**config.mk**
```make
export PLATFORM = sky130hd
export DESIGN_NAME = multicycle_ctrl_fsm
export DESIGN_NICKNAME = d
export VERILOG_FILES = /design/src/rtl/ctrl_pkg.sv /design/src/rtl/alu_decoder.sv /design/src/rtl/multicycle_ctrl_fsm.sv
export SDC_FILE = /design/constraint.sdc
export NUM_CORES = 1
export LEC_CHECK = 0
export BUFFER_PORTS_ARGS = -buffer_cell sky130_fd_sc_hd__buf_2
export CAP_MARGIN = 25
export CORE_MARGIN = 8
export CORE_UTILIZATION = 35
export DETAILED_ROUTE_END_ITERATION = 8
export PLACE_DENSITY_LB_ADDON = 0.25
export SETUP_SLACK_MARGIN = 0.15
export SLEW_MARGIN = 25
export SYNTH_ARGS = -nofsm -noshare
export SYNTH_HDL_FRONTEND = slang
export SYNTH_SLANG_ARGS = --single-unit
export TNS_END_PERCENT = 5
```
**constraint.sdc**
```tcl
create_clock -name clk -period 2.9 [get_ports clk]
set_input_delay 0.145 -clock clk [delete_from_list [all_inputs] [get_ports clk]]
set_output_delay 0.145 -clock clk [all_outputs]
set_load 0.03 [all_outputs]
```
**src/rtl/ctrl_pkg.sv**
```systemverilog
// ----------------------------------------------------------------------------
// ctrl_pkg
//
// Shared encodings for the multicycle control path:
//   - state_t       : the twelve FSM states of multicycle_ctrl_fsm
//   - OP_*          : primary opcodes (instr[31:26]) the controller recognises
//   - FN_*          : R-type funct codes (instr[5:0])
//   - ALU_*         : ALUControl codes, shared with the ALU in the datapath
//   - ALUOP_*       : coarse ALU request from the FSM to alu_decoder
//   - ctrl_t        : the per-state control word decoded from the state
//   - op_known()    : true for every opcode the FSM can sequence
// ----------------------------------------------------------------------------
package ctrl_pkg;

    typedef enum logic [3:0] {
        S_FETCH   = 4'd0,
        S_DECODE  = 4'd1,
        S_MEMADR  = 4'd2,
        S_MEMRD   = 4'd3,
        S_MEMWB   = 4'd4,
        S_MEMWR   = 4'd5,
        S_RTYPEEX = 4'd6,
        S_RTYPEWB = 4'd7,
        S_BEQEX   = 4'd8,
        S_ADDIEX  = 4'd9,
        S_ADDIWB  = 4'd10,
        S_JEX     = 4'd11
    } state_t;

    // Primary opcodes
    localparam logic [5:0] OP_LW    = 6'b100011;
    localparam logic [5:0] OP_SW    = 6'b101011;
    localparam logic [5:0] OP_RTYPE = 6'b000000;
    localparam logic [5:0] OP_BEQ   = 6'b000100;
    localparam logic [5:0] OP_ADDI  = 6'b001000;
    localparam logic [5:0] OP_J     = 6'b000010;

    // R-type funct codes
    localparam logic [5:0] FN_ADD = 6'b100000;
    localparam logic [5:0] FN_SUB = 6'b100010;
    localparam logic [5:0] FN_AND = 6'b100100;
    localparam logic [5:0] FN_OR  = 6'b100101;
    localparam logic [5:0] FN_SLT = 6'b101010;

    // ALUControl codes understood by the ALU
    localparam logic [2:0] ALU_ADD = 3'b000;
    localparam logic [2:0] ALU_SUB = 3'b001;
    localparam logic [2:0] ALU_AND = 3'b010;
    localparam logic [2:0] ALU_OR  = 3'b011;
    localparam logic [2:0] ALU_SLT = 3'b101;

    // Coarse ALU request from the FSM
    localparam logic [1:0] ALUOP_ADD   = 2'b00;
    localparam logic [1:0] ALUOP_SUB   = 2'b01;
    localparam logic [1:0] ALUOP_FUNCT = 2'b10;

    // Mux select encodings
    localparam logic [1:0] SRCB_B      = 2'b00;
    localparam logic [1:0] SRCB_FOUR   = 2'b01;
    localparam logic [1:0] SRCB_IMM    = 2'b10;
    localparam logic [1:0] SRCB_IMMSH  = 2'b11;
    localparam logic [1:0] PCSRC_ALU   = 2'b00;
    localparam logic [1:0] PCSRC_ALUOUT = 2'b01;
    localparam logic [1:0] PCSRC_JUMP  = 2'b10;

    // Everything the state decode produces, before reset gating.
    typedef struct packed {
        logic       alu_src_a;
        logic [1:0] alu_src_b;
        logic       iord;
        logic       reg_dst;
        logic       mem_to_reg;
        logic [1:0] pc_src;
        logic       ir_write;
        logic       mem_write;
        logic       reg_write;
        logic       pc_write;
        logic       branch;
        logic [1:0] alu_op;
        logic       instr_done;
    } ctrl_t;

    function automatic logic op_known(input logic [5:0] op);
        logic known;
        case (op)
            OP_LW, OP_SW, OP_RTYPE, OP_BEQ, OP_ADDI, OP_J: known = 1'b1;
            default:                                       known = 1'b0;
        endcase
        return known;
    endfunction

endpackage

```
**src/rtl/alu_decoder.sv**
```systemverilog
// ----------------------------------------------------------------------------
// alu_decoder
//
// Purely combinational translation of the FSM's coarse ALU request into the
// 3-bit ALUControl code, plus a validity flag for the R-type funct field.
//
// Ports:
//   ALUOp       in  2  00 add, 01 sub, 10 decode from Funct
//   Funct       in  6  instr[5:0]
//   ALUControl  out 3  ALU operation code (ALU_* in ctrl_pkg)
//   funct_valid out 1  Funct is one of the supported R-type operations;
//                      independent of ALUOp so DECODE can screen R-types
// ----------------------------------------------------------------------------
module alu_decoder
    import ctrl_pkg::*;
(
    input  logic [1:0] ALUOp,
    input  logic [5:0] Funct,
    output logic [2:0] ALUControl,
    output logic       funct_valid
);

    logic [2:0] funct_alu;

    // NOTE: every signal assigned in an always_comb gets a default first so no
    // path through the case leaves it holding its old value (a latch).
    always_comb begin
        funct_alu   = ALU_ADD;
        funct_valid = 1'b1;
        case (Funct)
            FN_ADD:  funct_alu = ALU_ADD;
            FN_SUB:  funct_alu = ALU_SUB;
            FN_AND:  funct_alu = ALU_AND;
            FN_OR:   funct_alu = ALU_OR;
            FN_SLT:  funct_alu = ALU_SLT;
            default: funct_valid = 1'b0;
        endcase
    end

    always_comb begin
        ALUControl = ALU_ADD;
        case (ALUOp)
            ALUOP_SUB:   ALUControl = ALU_SUB;
            ALUOP_FUNCT: ALUControl = funct_alu;
            default:     ALUControl = ALU_ADD;
        endcase
    end

endmodule

```
**src/rtl/multicycle_ctrl_fsm.sv**
```systemverilog
// ----------------------------------------------------------------------------
// multicycle_ctrl_fsm
//
// Moore control FSM for the multicycle datapath. Sequences fetch, decode,
// execute, memory and writeback for lw, sw, R-type (add/sub/and/or/slt),
// beq, addi and j, and drives every mux select and write enable.
//
// Ports:
//   clk         in  1  single clock, all state updates on posedge
//   reset       in  1  synchronous, active-high
//   Op          in  6  instr[31:26] from the IR
//   Funct       in  6  instr[5:0]
//   Zero        in  1  ALU zero flag, only consulted in BEQEX
//   ALUControl  out 3  ALU operation code
//   ALUSrcA     out 1  0 = PC, 1 = A
//   ALUSrcB     out 2  00 = B, 01 = 4, 10 = SignImm, 11 = SignImm<<2
//   IorD        out 1  memory address: 0 = PC, 1 = ALUOut
//   RegDst      out 1  0 = rt, 1 = rd
//   MemtoReg    out 1  0 = ALUOut, 1 = memory data
//   PCSrc       out 2  00 = ALUResult, 01 = ALUOut, 10 = jump target
//   IRWrite     out 1  instruction register write enable
//   MemWrite    out 1  data memory write enable
//   RegWrite    out 1  register file write enable
//   PCEn        out 1  PC write enable: PCWrite | (Branch & Zero)
//   instr_done  out 1  pulse in the last state of each legal instruction
//   illegal_op  out 1  pulse in a DECODE cycle that sees an unknown Op/funct
// ----------------------------------------------------------------------------
module multicycle_ctrl_fsm
    import ctrl_pkg::*;
(
    input  logic       clk,
    input  logic       reset,
    input  logic [5:0] Op,
    input  logic [5:0] Funct,
    input  logic       Zero,
    output logic [2:0] ALUControl,
    output logic       ALUSrcA,
    output logic [1:0] ALUSrcB,
    output logic       IorD,
    output logic       RegDst,
    output logic       MemtoReg,
    output logic [1:0] PCSrc,
    output logic       IRWrite,
    output logic       MemWrite,
    output logic       RegWrite,
    output logic       PCEn,
    output logic       instr_done,
    output logic       illegal_op
);

    state_t state;
    state_t state_next;
    ctrl_t  ctl;
    logic   funct_valid;
    logic   illegal_decode;

    // ------------------------------------------------------------------------
    // State register
    // ------------------------------------------------------------------------
    // NOTE: state registers use non-blocking assignment so every flop samples
    // its inputs from before the edge, independent of block ordering.
    always_ff @(posedge clk) begin
        if (reset) begin
            state <= S_FETCH;
        end else begin
            state <= state_next;
        end
    end

    // ------------------------------------------------------------------------
    // Illegal instruction screen. Only meaningful in DECODE, where the IR
    // holds the freshly fetched word. An R-type is rejected here rather than
    // in RTYPEEX so that no writeback is ever scheduled for it.
    // ------------------------------------------------------------------------
    always_comb begin
        illegal_decode = 1'b0;
        if (state == S_DECODE) begin
            illegal_decode = !op_known(Op) || ((Op == OP_RTYPE) && !funct_valid);
        end
    end

    // ------------------------------------------------------------------------
    // Next-state logic
    // ------------------------------------------------------------------------
    always_comb begin
        state_next = S_FETCH;
        case (state)
            S_FETCH:  state_next = S_DECODE;
            S_DECODE: begin
                if (illegal_decode) begin
                    state_next = S_FETCH;
                end else begin
                    case (Op)
                        OP_LW, OP_SW: state_next = S_MEMADR;
                        OP_RTYPE:     state_next = S_RTYPEEX;
                        OP_BEQ:       state_next = S_BEQEX;
                        OP_ADDI:      state_next = S_ADDIEX;
                        OP_J:         state_next = S_JEX;
                        default:      state_next = S_FETCH;
                    endcase
                end
            end
            S_MEMADR:  state_next = (Op == OP_LW) ? S_MEMRD : S_MEMWR;
            S_MEMRD:   state_next = S_MEMWB;
            S_RTYPEEX: state_next = S_RTYPEWB;
            S_ADDIEX:  state_next = S_ADDIWB;
            // MEMWB, MEMWR, RTYPEWB, ADDIWB, BEQEX, JEX all return to FETCH.
            default:   state_next = S_FETCH;
        endcase
    end

    // ------------------------------------------------------------------------
    // Moore output decode: a control word per state, all-zero by default.
    // ------------------------------------------------------------------------
    always_comb begin
        ctl = '0;
        case (state)
            S_FETCH: begin
                ctl.ir_write  = 1'b1;
                ctl.pc_write  = 1'b1;
                ctl.alu_src_b = SRCB_FOUR;
                ctl.alu_op    = ALUOP_ADD;
            end
            S_DECODE: begin
                // Branch target PC+4+(imm<<2) is computed speculatively into ALUOut.
                ctl.alu_src_b = SRCB_IMMSH;
                ctl.alu_op    = ALUOP_ADD;
            end
            S_MEMADR: begin
                ctl.alu_src_a = 1'b1;
                ctl.alu_src_b = SRCB_IMM;
                ctl.alu_op    = ALUOP_ADD;
            end
            S_MEMRD: begin
                ctl.iord = 1'b1;
            end
            S_MEMWB: begin
                ctl.reg_write  = 1'b1;
                ctl.mem_to_reg = 1'b1;
                ctl.instr_done = 1'b1;
            end
            S_MEMWR: begin
                ctl.iord       = 1'b1;
                ctl.mem_write  = 1'b1;
                ctl.instr_done = 1'b1;
            end
            S_RTYPEEX: begin
                ctl.alu_src_a = 1'b1;
                ctl.alu_src_b = SRCB_B;
                ctl.alu_op    = ALUOP_FUNCT;
            end
            S_RTYPEWB: begin
                ctl.reg_write  = 1'b1;
                ctl.reg_dst    = 1'b1;
                ctl.instr_done = 1'b1;
            end
            S_BEQEX: begin
                ctl.alu_src_a  = 1'b1;
                ctl.alu_op     = ALUOP_SUB;
                ctl.branch     = 1'b1;
                ctl.pc_src     = PCSRC_ALUOUT;
                ctl.instr_done = 1'b1;
            end
            S_ADDIEX: begin
                ctl.alu_src_a = 1'b1;
                ctl.alu_src_b = SRCB_IMM;
                ctl.alu_op    = ALUOP_ADD;
            end
            S_ADDIWB: begin
                ctl.reg_write  = 1'b1;
                ctl.instr_done = 1'b1;
            end
            S_JEX: begin
                ctl.pc_write   = 1'b1;
                ctl.pc_src     = PCSRC_JUMP;
                ctl.instr_done = 1'b1;
            end
            default: ctl = '0;
        endcase
    end

    alu_decoder u_alu_decoder (
        .ALUOp       (ctl.alu_op),
        .Funct       (Funct),
        .ALUControl  (ALUControl),
        .funct_valid (funct_valid)
    );

    // ------------------------------------------------------------------------
    // Outputs. Reset masks every write enable and pulse combinationally so an
    // instruction interrupted by reset cannot commit anything, whatever state
    // the register happens to hold in that cycle.
    // ------------------------------------------------------------------------
    assign ALUSrcA    = ctl.alu_src_a;
    assign ALUSrcB    = ctl.alu_src_b;
    assign IorD       = ctl.iord;
    assign RegDst     = ctl.reg_dst;
    assign MemtoReg   = ctl.mem_to_reg;
    assign PCSrc      = ctl.pc_src;

    assign IRWrite    = ctl.ir_write   & ~reset;
    assign MemWrite   = ctl.mem_write  & ~reset;
    assign RegWrite   = ctl.reg_write  & ~reset;
    assign PCEn       = (ctl.pc_write | (ctl.branch & Zero)) & ~reset;
    assign instr_done = ctl.instr_done & ~reset;
    assign illegal_op = illegal_decode & ~reset;

endmodule

```
Word level (Yosys, flattened, before mapping)
Index checks and enable logic that the tools add are counted.
{"block": "word_totals", "ff_bits": 4, "input_bits": 15, "out_inout_bits": 17, "wordCells": 71}
{"block": "op_classes", "eq_ne": 23, "muxes": 23, "n_bitwise": 9, "reduce_logical": 15}
{"operator": "== test 6 bit (second input constant)", "n": 7}
{"operator": "one-hot mux 4 bit (6 select lines)", "n": 1}
{"operator": "one-hot mux 4 bit (5 select lines)", "n": 1}
{"operator": "== test 4 x 3 -> 1 bit (second input constant)", "n": 4}
{"operator": "== test 4 bit (second input constant)", "n": 4}
{"operator": "two-way mux 1 bit", "n": 14}
{"operator": "one-hot mux 3 bit (4 select lines)", "n": 1}
{"operator": "OR reduction 6 bit", "n": 2}
{"operator": "== test 4 x 2 -> 1 bit (second input constant)", "n": 2}
{"operator": "one-hot mux 2 bit (2 select lines)", "n": 2}
{"operator": "OR reduction 2 bit", "n": 4}
{"operator": "bitwise AND 1 bit", "n": 7}
{"operator": "== test 6 x 2 -> 1 bit (second input constant)", "n": 1}
{"operator": "== test 6 x 3 -> 1 bit (second input constant)", "n": 1}
{"operator": "== test 6 x 4 -> 1 bit (second input constant)", "n": 1}
{"operator": "zero test 6 bit", "n": 1}
{"operator": "one-hot mux 2 bit (3 select lines)", "n": 1}
{"operator": "one-hot mux 3 bit (2 select lines)", "n": 1}
{"operator": "OR reduction 5 bit", "n": 1}
{"operator": "== test 4 x 1 -> 1 bit (second input constant)", "n": 1}
{"operator": "zero test 4 bit", "n": 1}
{"operator": "two-way mux 4 bit", "n": 1}
{"operator": "OR reduction 4 bit", "n": 1}
{"operator": "two-way mux 3 bit", "n": 1}
{"operator": "other kinds (8)", "n": 9}

Logic depth before layout (Yosys ltp)
Gate-level depths: netlist of run 1.
{"block": "depth", "depth_word": 9, "mapped_depth": 7, "depth_no_buf": 7}

Modules after synthesis
A second synthesis of run 1 with hierarchy kept.
{"block": "hier_totals", "hier_cells": 96, "hier_area_um2": 674.4}
{"module": "multicycle_ctrl_fsm", "instances": 1, "cells_each": 81, "area_each_um2": 526.8, "seq_area_each_um2": 80.1}
{"module": "alu_decoder", "instances": 1, "cells_each": 15, "area_each_um2": 147.6, "seq_area_each_um2": 0.0}

Least setup slack after synthesis of run 1
Ideal clock, no wire load.
{"block": "synth_timing", "kind": "flip-flop to output port", "startpoint": "register state[1]", "endpoint": "output ALUControl[1]", "t_arrival_ps": 1931, "required_time_ps": 2755, "path_slack_ps": 824, "path_stages_with_launch": 5, "n_path_buf": 1, "cell_sequence": "dfxtp_1 -> clkbuf_1 -> or3_1 -> ha_1 -> nor3_1"}
{"block": "synth_via", "elab_chain_cells": 4, "elab_cells_between_ends": 6, "classes_between": "eq/ne: 4; mux: 2"}
{"item": "start: declaration", "line": "multicycle_ctrl_fsm.sv:51", "rtl": "state_t state;"}
{"item": "start signal: assignment", "line": "multicycle_ctrl_fsm.sv:66", "rtl": "state <= state_next;"}
{"item": "== test 4 bit or == test 4 x 3 -> 1 bit (tied branches)", "line": "multicycle_ctrl_fsm.sv:117", "rtl": "case (state)"}
{"item": "one-hot mux 2 bit (2 select lines) *", "line": "multicycle_ctrl_fsm.sv:117"}
{"item": "== test 2 bit or == test 2 x 1 -> 1 bit (tied branches)", "line": "alu_decoder.sv:42", "rtl": "case (ALUOp)"}
{"item": "one-hot mux 3 bit (2 select lines) *", "line": "alu_decoder.sv:42"}
{"item": "end: declaration", "line": "multicycle_ctrl_fsm.sv:36", "rtl": "output logic [2:0] ALUControl,"}
Every way passes the cells marked *; elsewhere a longest branch is shown, timed or not.

Worst setup path after layout of run 1
{"block": "layout_timing", "startpoint": "register state[3]", "endpoint": "output ALUControl[1]"}
The elaborated chain is that of the path after synthesis.

==> flow_summary.json, run 1 <==
{
  "cts_hold_buf": 0,
  "gp_congestion": 0.760,
  "hold_violations": 0,
  "clk_pin_slew_ns": 0.04,
  "die-area_um2": 3430,
  "largestRegisters": "state: 4 flops",
  "max_freq_mhz": 435,
  "rows": 15,
  "peakVddDrop_mv": 0.110,
  "hold_path.class": "input pin to flip-flop",
  "gr-total-overflow": 0,
  "grt_start_max_net_pins": 16,
  "grt_pass1_vias": 675,
  "top_register": "state",
  "rsz0062_at_grt": "false",
  "fin_skew_ns": 0.00135,
  "power_density_nw_per_um2": 247,
  "drt_first_pass_iters": 4,
  "setup_viol": 0,
  "design_area_um2": 813,
  "grt_util_all_layers_pct": 10.3,
  "synth_nets": 110,
  "largest_reg_flops": 4,
  "min_to": "state[1]$_SDFF_PP0_",
  "r2r_cells": 4,
  "worst_ep_required_time_ns": 2.76,
  "crit_type": "flip-flop to output pin",
  "drt-total-wl_um": 1710,
  "place_hpwl_um": 1370,
  "slew_violations": 0,
  "syn_area_um2": 634,
  "post_cts_buffers": 0,
  "drt_iter0_drc": 17,
  "r2r_start": "state[0]$_SDFF_PP0_",
  "ys_warn_count": 0,
  "ctsResizeCount": 0,
  "cts_tree": "built",
  "crit_path_start_kind": "flip-flop",
  "min_path_cells": 4,
  "cts.sinks": 4,
  "diodes": 0,
  "ant_nets": 0,
  "grt_pass1_wl_um": 2890,
  "viasPerCell": 5.14,
  "routedWlPerCell_um": 11.8,
  "yosysSeqAreaShare_pct": 12.6,
  "path_max_fanout": 14,
  "slew_headroom_pct": 65.0,
  "setup_tns_ns": 0,
  "clk_latency_ns": 0.23,
  "arrival_ns": 2.16,
  "synth.distinct_cells": 39,
  "die-width_um": 58.6,
  "synthFlopType": "dfxtp_1",
  "h-tree-depth": 1,
  "pin_count": 32,
  "cts_buffer_depth": 2,
  "synth_area_per_cell_um2": 6.82,
  "p_leak_uw": 0.000387,
  "cts_made_buffers": 3,
  "hold_start": "Op[4]",
  "r2r-end": "state[1]$_SDFF_PP0_",
  "syn_to_final_growth_pct": 28.2,
  "fin_crit_sh_pct": 79.3,
  "vias": 745,
  "place_area_um2": 791,
  "maxCapViolCount": 0,
  "final_common_cell": "buf_2",
  "antenna_found_initial": 0,
  "syn_inst": 93,
  "synth-seq-cells": 4,
  "drc_errors": 0,
  "drive_gt1_share_pct": 34.2,
  "dieHeight_um": 58.6,
  "worst_pin_slew_ns": 0.524,
  "r2r_slack_ns": 1.40,
  "initial_core_util_pct": 37.1,
  "cp-end-kind": "output pin",
  "synth-edff-count": 0,
  "final_cell_mix": "31 x buf_2, 12 x nor2_1, 7 x inv_1, 7 x nor3_1, 6 x nand2_1",
  "coreArea_um2": 1710,
  "fin_crit_ns": 2.30,
  "synthArstFlopShare_pct": 0,
  "status": "finished, final reports clean",
  "cts_root_buf": "clkbuf_4",
  "portBuffers": 31,
  "layout.nets": 139
}
==> per-stage QoR <==
stage	std cells	util [%]	hold WS, ns	worst slack, ns	power [uW]
floorplan	93	-	0.333	0.824	111
CTS	145	47.6	0.260	0.598	203
finish	145	47.6	0.261	0.599	201
global route	145	47.6	0.297	0.413	213
global placement	142	46.3	0.510	0.905	133
detailed placement	142	46.3	0.499	0.861	133
==> logic make-up after synthesis <==
logic type | count (synthesis) | share of synthesized area [%]
XOR/XNOR | 3 | 4.14
buffers and inverters | 14 | 8.88
flip-flops | 4 | 12.6
adder cells (fa/ha/maj) | 3 | 5.52
AND/OR/NAND/NOR | 45 | 41.8
AO/OA/AOI/OAI | 24 | 27.0
==> worst max-delay path, cell delays in order (launching register included) <==
cell      delay, ns
dfxtp_1        0.60
nand2b_1       0.22
or3_1          0.37
ha_1           0.33
nor3_1         0.18
buf_2          0.22
==> power breakdown <==
| group | switching [uW] | internal [uW] |
|---|---|---|
| clock network | 22.0 | 46.2 |
| registers | 5.36 | 57.0 |
| logic | 42.0 | 28.0 |
| total | 69.4 | 131 |
==> synthesized netlist by cell type, types with 2 or more instances <==
cell type	number	share of area, %
nor3b_1	2	2.4
inv_1	7	4.1
xnor2_1	2	2.8
dfxtp_1	4	13
nor2b_1	2	2.0
a21oi_1	4	3.2
nor2_1	12	7.1
a31oi_1	3	3.0
nand2_1	6	3.6
nand2b_1	5	4.9
a211oi_1	3	3.6
clkbuf_1	6	3.6
and2_1	2	2.0
ha_1	2	3.9
o21ai_0	3	2.4
nor3_1	7	5.5
==> per-layer routing <==
layer  GRT usage [%]  wire length [um]  vias up
met5               0                 0        -
met4            5.12                 0        0
met3            3.26               119        0
met2            15.4               781       28
met1            12.8               812      325
li1                -                 -      392
==> layout make-up <==
| cell class | count | area [um2] |
|---|---|---|
| Multi-Input combinational cell | 75 | 498 |
| Fill cell | 179 | 895 |
| Timing Repair Buffer | 31 | 155 |
| Clock buffer | 3 | 22.5 |
| Sequential cell | 4 | 80.1 |
| Tap cell | 25 | 31.3 |
| Inverter | 7 | 26.3 |
==> how the worst max path moves through the flow <==
stage                     slack, ns  depth (start not counted)                start            end
final                          0.60                          5  state[3]$_SDFF_PP0_  ALUControl[1]
after global routing           0.41                          5  state[3]$_SDFF_PP0_  ALUControl[1]
after CTS                      0.60                          5  state[3]$_SDFF_PP0_  ALUControl[1]
after detailed placement       0.86                          5  state[3]$_SDFF_PP0_  ALUControl[1]
after global placement         0.90                          5  state[3]$_SDFF_PP0_  ALUControl[1]
after floorplan                0.82                          4  state[1]$_SDFF_PP0_  ALUControl[1]
No activity file was read; power rests on OpenSTA's default activity.
==> run 2: changes to the inputs <==
clock period = 2.3 ns   (was 2.9 ns; I/O delays follow)
==> run 2 against run 1 <==
Final cell count is 1.4% higher; non-clock buffer count grew 2; design area up 2.5%; clock-buffer cell count unchanged; sequential cell count stayed put; first-iteration DRC count down 47%; sequential share of layout area rose by 0.064 points; critical path depth stayed put.
==> flow_summary.json, run 2 (synthesis gave the netlist of run 1 again) <==
{
  "slew_violations": 0,
  "cp-endpoint": "ALUControl[2]",
  "path_cells": "nand2b_1, or3_1, ha_1, nor3_1, buf_2",
  "drt-total-wl_um": 1770,
  "vias": 763,
  "r2r_cells": 4,
  "final_cell_mix": "31 x buf_2, 11 x nor2_1, 7 x inv_1, 7 x nor3_1, 6 x nand2_1",
  "hold_path.class": "input pin to flip-flop",
  "grt_util_all_layers_pct": 10.7,
  "r2r-end": "state[1]$_SDFF_PP0_",
  "drive_gt1_share_pct": 37.7,
  "die-area_um2": 3430,
  "rows": 15,
  "worst_pin_slew_ns": 0.394,
  "fin_hold_ws_ns": 0.238,
  "fin_skew_ns": 0.00142,
  "seqCellArea_um2": 82.6,
  "grt_pass1_wl_um": 2960,
  "cts_made_buffers": 3,
  "setup_viol": 0,
  "drt_iter0_drc": 9,
  "pin_count": 32,
  "arrival_ns": 1.89,
  "cts_tree": "built",
  "status": "finished, final reports clean",
  "fin_crit_sh_pct": 87.2,
  "rsz0062_at_grt": "false",
  "multi_input_area_um2": 500,
  "cp-end-kind": "output pin",
  "maxCapViolCount": 0,
  "layout.nets": 141,
  "viasPerCell": 5.19,
  "top_register": "state",
  "portBuffers": 31,
  "diodes": 0,
  "initial_core_util_pct": 37.1,
  "place_hpwl_um": 1430,
  "slew_headroom_pct": 73.5,
  "cp.depth": 5,
  "clk_latency_ns": 0.23,
  "crit_start": "state[2]$_SDFF_PP0_",
  "antenna_found_initial": 0,
  "drt_first_pass_iters": 4,
  "drc_errors": 0,
  "final_common_cell": "buf_2",
  "p_leak_uw": 0.000398,
  "routedWlPerCell_um": 12.0,
  "path_max_fanout": 5,
  "cts_buffer_depth": 2,
  "die-width_um": 58.6,
  "cp_slowest_stage_delay_ns": 0.37,
  "setup_tns_ns": 0,
  "h-tree-depth": 1,
  "power_density_nw_per_um2": 302,
  "r2r_slack_ns": 0.94,
  "gp_congestion": 0.768,
  "worst_ep_required_time_ns": 2.18,
  "clk_pin_slew_ns": 0.04,
  "cp_slowest_cell": "or3_1",
  "fin_crit_ns": 2.01,
  "crit_buf_inv": 1,
  "grt_start_max_net_pins": 15,
  "fillCellCount": 192,
  "grt_pass1_vias": 711,
  "largestRegisters": "state: 4 flops",
  "crit_type": "flip-flop to output pin",
  "total_power_uw": 252,
  "utilization_pct": 48.8,
  "hold_violations": 0,
  "crit_path_start_kind": "flip-flop",
  "syn_to_final_growth_pct": 31.4,
  "peakVddDrop_mv": 0.0938,
  "coreArea_um2": 1710,
  "r2r_start": "state[1]$_SDFF_PP0_",
  "max_freq_mhz": 498,
  "cts_root_buf": "clkbuf_4",
  "ant_nets": 0,
  "gr-total-overflow": 0,
  "path_delay_family": "simple AND/OR/NAND/NOR gates",
  "cts.sinks": 4,
  "largest_reg_flops": 4,
  "dieHeight_um": 58.6
}
==> run 2: timing repair <==
| action | CTS | global route |
|---|---|---|
| setup buffers | 0 | 0 |
| resized for setup | 1 | 2 |
| setup endpoints to repair | 1 | 2 |
| hold buffers | 0 | 0 |
==> run 2: worst min-delay path by stage <==
stage                     start             endpoint  slack [ns]  cells after the start
after floorplan           Op[4]  state[1]$_SDFF_PP0_        0.30                      3
after global placement    Op[4]  state[1]$_SDFF_PP0_        0.48                      4
after detailed placement  Op[4]  state[1]$_SDFF_PP0_        0.48                      4
after CTS                 Op[4]  state[1]$_SDFF_PP0_        0.23                      4
after global routing      Op[4]  state[1]$_SDFF_PP0_        0.27                      4
final                     Op[4]  state[1]$_SDFF_PP0_        0.24                      4
==> run 2: per-layer routing <==
| layer | vias to the layer above | track usage (%) | wire length, um |
|---|---|---|---|
| met2 | 18 | 17.8 | 886 |
| met5 | - | 0 | 0 |
| met3 | 0 | 2.83 | 94 |
| met1 | 352 | 11.7 | 790 |
| li1 | 393 | - | - |
| met4 | 0 | 7.17 | 0 |
==> run 2: layout make-up <==
| cell class | instances | share of cell area, % |
|---|---|---|
| clock buffer | 3 | 2.70 |
| inverter | 7 | 3.15 |
| multi-input combinational | 75 | 60.1 |
| sequential | 4 | 9.91 |
| tap | 25 | 3.75 |
| timing repair buffer | 33 | 20.4 |
==> run 2: report_power, final <==
| part | switching [uW] | total (uW) | internal [uW] |
|---|---|---|---|
| clock network | 26.1 | 84.3 | 58.2 |
| logic | 54.8 | 90.6 | 35.8 |
| registers | 4.77 | 77.1 | 72.3 |
==> run 2: through the flow <==
stage / area, um2 / cells / setup WS, ns
2_1_floorplan: 634 / 93 / 0.254
3_3_place_gp: 806 / 144 / 0.496
3_5_place_dp: 806 / 144 / 0.399
4_1_cts: 830 / 147 / 0.189
5_1_grt: 833 / 147 / 0.192
6_report: 833 / 147 / 0.294
==> run 2: worst register-to-register path, delay by kind of cell (launching register included) <==
family,cells,cell delay [ns]
AOI/OAI and AO/OA,2,0.33
DFF,1,0.37
and+or+nand+nor,2,0.56
==> run 3: changes to the inputs <==
RECOVER_POWER = 100   (was not set)
==> run 3 against run 2 <==
Non-clock buffer count unchanged; design area is 3.6% lower; critical path depth did not move; final cell count did not move; sequential cell count is the same; die area unchanged; utilization decreased by 1.8 points; clock-buffer cell count did not move; routed wire length rose by 0.85%; first-iteration DRC count grew 78%; worst setup slack worse by 0.082 ns; largest power group unchanged; highest routed layer unchanged.
==> flow_summary.json, run 3 (synthesis gave the netlist of run 1 again) <==
{
  "diodes": 0,
  "power_density_nw_per_um2": 309,
  "cp-end-kind": "output pin",
  "path_max_fanout": 5,
  "maxCapViolCount": 0,
  "hold_violations": 0,
  "clk_pin_slew_ns": 0.04,
  "viasPerCell": 5.22,
  "coreArea_um2": 1710,
  "p_leak_uw": 0.000336,
  "crit_path_start_kind": "flip-flop",
  "status": "finished, final reports clean",
  "top_register": "state",
  "drc_errors": 0,
  "cts_hold_buf": 0,
  "vias": 767,
  "worst_ep_required_time_ns": 2.18,
  "slew_violations": 0,
  "rows": 15,
  "antenna_found_initial": 0,
  "drt_iter0_drc": 16,
  "grt_pass1_vias": 711,
  "fin_crit_sh_pct": 90.8,
  "seqCellArea_um2": 82.6,
  "fin_hold_ws_ns": 0.239,
  "worst_pin_slew_ns": 0.558,
  "grt_util_all_layers_pct": 10.7,
  "max_freq_mhz": 479,
  "clk_latency_ns": 0.23,
  "fin_skew_ns": 0.00143,
  "drt_first_pass_iters": 4,
  "pin_count": 32,
  "cts.sinks": 4,
  "cts_made_buffers": 3,
  "gr-total-overflow": 0,
  "largestRegisters": "state: 4 flops",
  "final_cell_mix": "15 x buf_2, 15 x clkbuf_1, 11 x nor2_1",
  "place_area_um2": 806,
  "fillCellCount": 198,
  "grt_start_max_net_pins": 15,
  "gp_congestion": 0.768,
  "drt-total-wl_um": 1790,
  "design_area_um2": 803,
  "r2r_cells": 4,
  "die-width_um": 58.6,
  "portBuffers": 31,
  "die-area_um2": 3430,
  "arrival_ns": 1.97,
  "setup_tns_ns": 0,
  "grt_pass1_wl_um": 2960,
  "dieHeight_um": 58.6,
  "cts_root_buf": "clkbuf_4",
  "drive_gt1_share_pct": 24.6,
  "rsz0062_at_grt": "false",
  "layout.nets": 141,
  "ant_nets": 0,
  "r2r_start": "state[1]$_SDFF_PP0_",
  "routedWlPerCell_um": 12.1,
  "r2r-end": "state[1]$_SDFF_PP0_",
  "slew_headroom_pct": 62.5,
  "fin_crit_ns": 2.09,
  "h-tree-depth": 1,
  "min_to": "state[1]$_SDFF_PP0_",
  "hold_start": "Op[4]",
  "multi_input_area_um2": 489,
  "peakVddDrop_mv": 0.0936,
  "r2r_slack_ns": 0.68,
  "largest_reg_flops": 4,
  "hold_path.class": "input pin to flip-flop",
  "min_path_cells": 4,
  "initial_core_util_pct": 37.1,
  "setup_viol": 0,
  "crit_type": "flip-flop to output pin",
  "place_hpwl_um": 1430,
  "syn_to_final_growth_pct": 26.6,
  "cts_tree": "built",
  "cts_buffer_depth": 2
}
run 3: per-stage QoR:
step	setup slack, ns	util (%)	instances	total power [uW]
4_1_cts	0.189	48.6	147	256
3_3_place_gp	0.496	47.2	144	168
5_1_grt	0.114	47.0	147	267
3_5_place_dp	0.399	47.2	144	169
6_report	0.212	47.0	147	249
2_1_floorplan	0.254	-	93	140
run 3: where the power goes:
part	switching [uW]	internal [uW]	leakage [uW]
sequential	4.74	72.3	0.0000333
clock	26.1	58.2	0.0000138
combinational	54.4	32.8	0.000289
run 3: final cells by class:
| class | count | share of cell area (%) |
|---|---|---|
| well taps | 25 | 3.89 |
| flip-flops and latches | 4 | 10.3 |
| repair buffers | 33 | 18.8 |
| multi-input cells | 75 | 60.9 |
| clock buffers | 3 | 2.80 |
| inverters | 7 | 3.27 |
run 3: layer usage:
metal	track usage (%)	vias up	share of wire, %
met5	0	-	0
met4	7.17	0	0
met3	2.83	0	6.3
met2	17.8	23	49
met1	11.7	351	45
li1	-	393	-
run 3: how the worst max path moves through the flow:
stage	startpoint	depth (start not counted)	slack, ns	end
floorplan	state[1]$_SDFF_PP0_	4	0.25	ALUControl[1]
global placement	state[1]$_SDFF_PP0_	7	0.50	ALUControl[1]
detailed placement	state[1]$_SDFF_PP0_	7	0.40	ALUControl[2]
CTS	state[0]$_SDFF_PP0_	7	0.19	ALUControl[2]
global route	state[1]$_SDFF_PP0_	4	0.11	illegal_op
finish	state[2]$_SDFF_PP0_	5	0.21	ALUControl[1]
run 3: repair_timing:
| action | in CTS | in global routing |
|---|---|---|
| setup buffers | 0 | 0 |
| resized for setup | 1 | 2 |
| setup endpoints to repair | 1 | 2 |
| hold endpoints to repair | 0 | 0 |
run 3: critical path, stage by stage, from the launching register on:
cell and delay [ns]:
dfxtp_1 0.30, nand2b_1 0.22, or3_1 0.38, ha_1 0.34, nor3_1 0.18, clkbuf_1 0.33
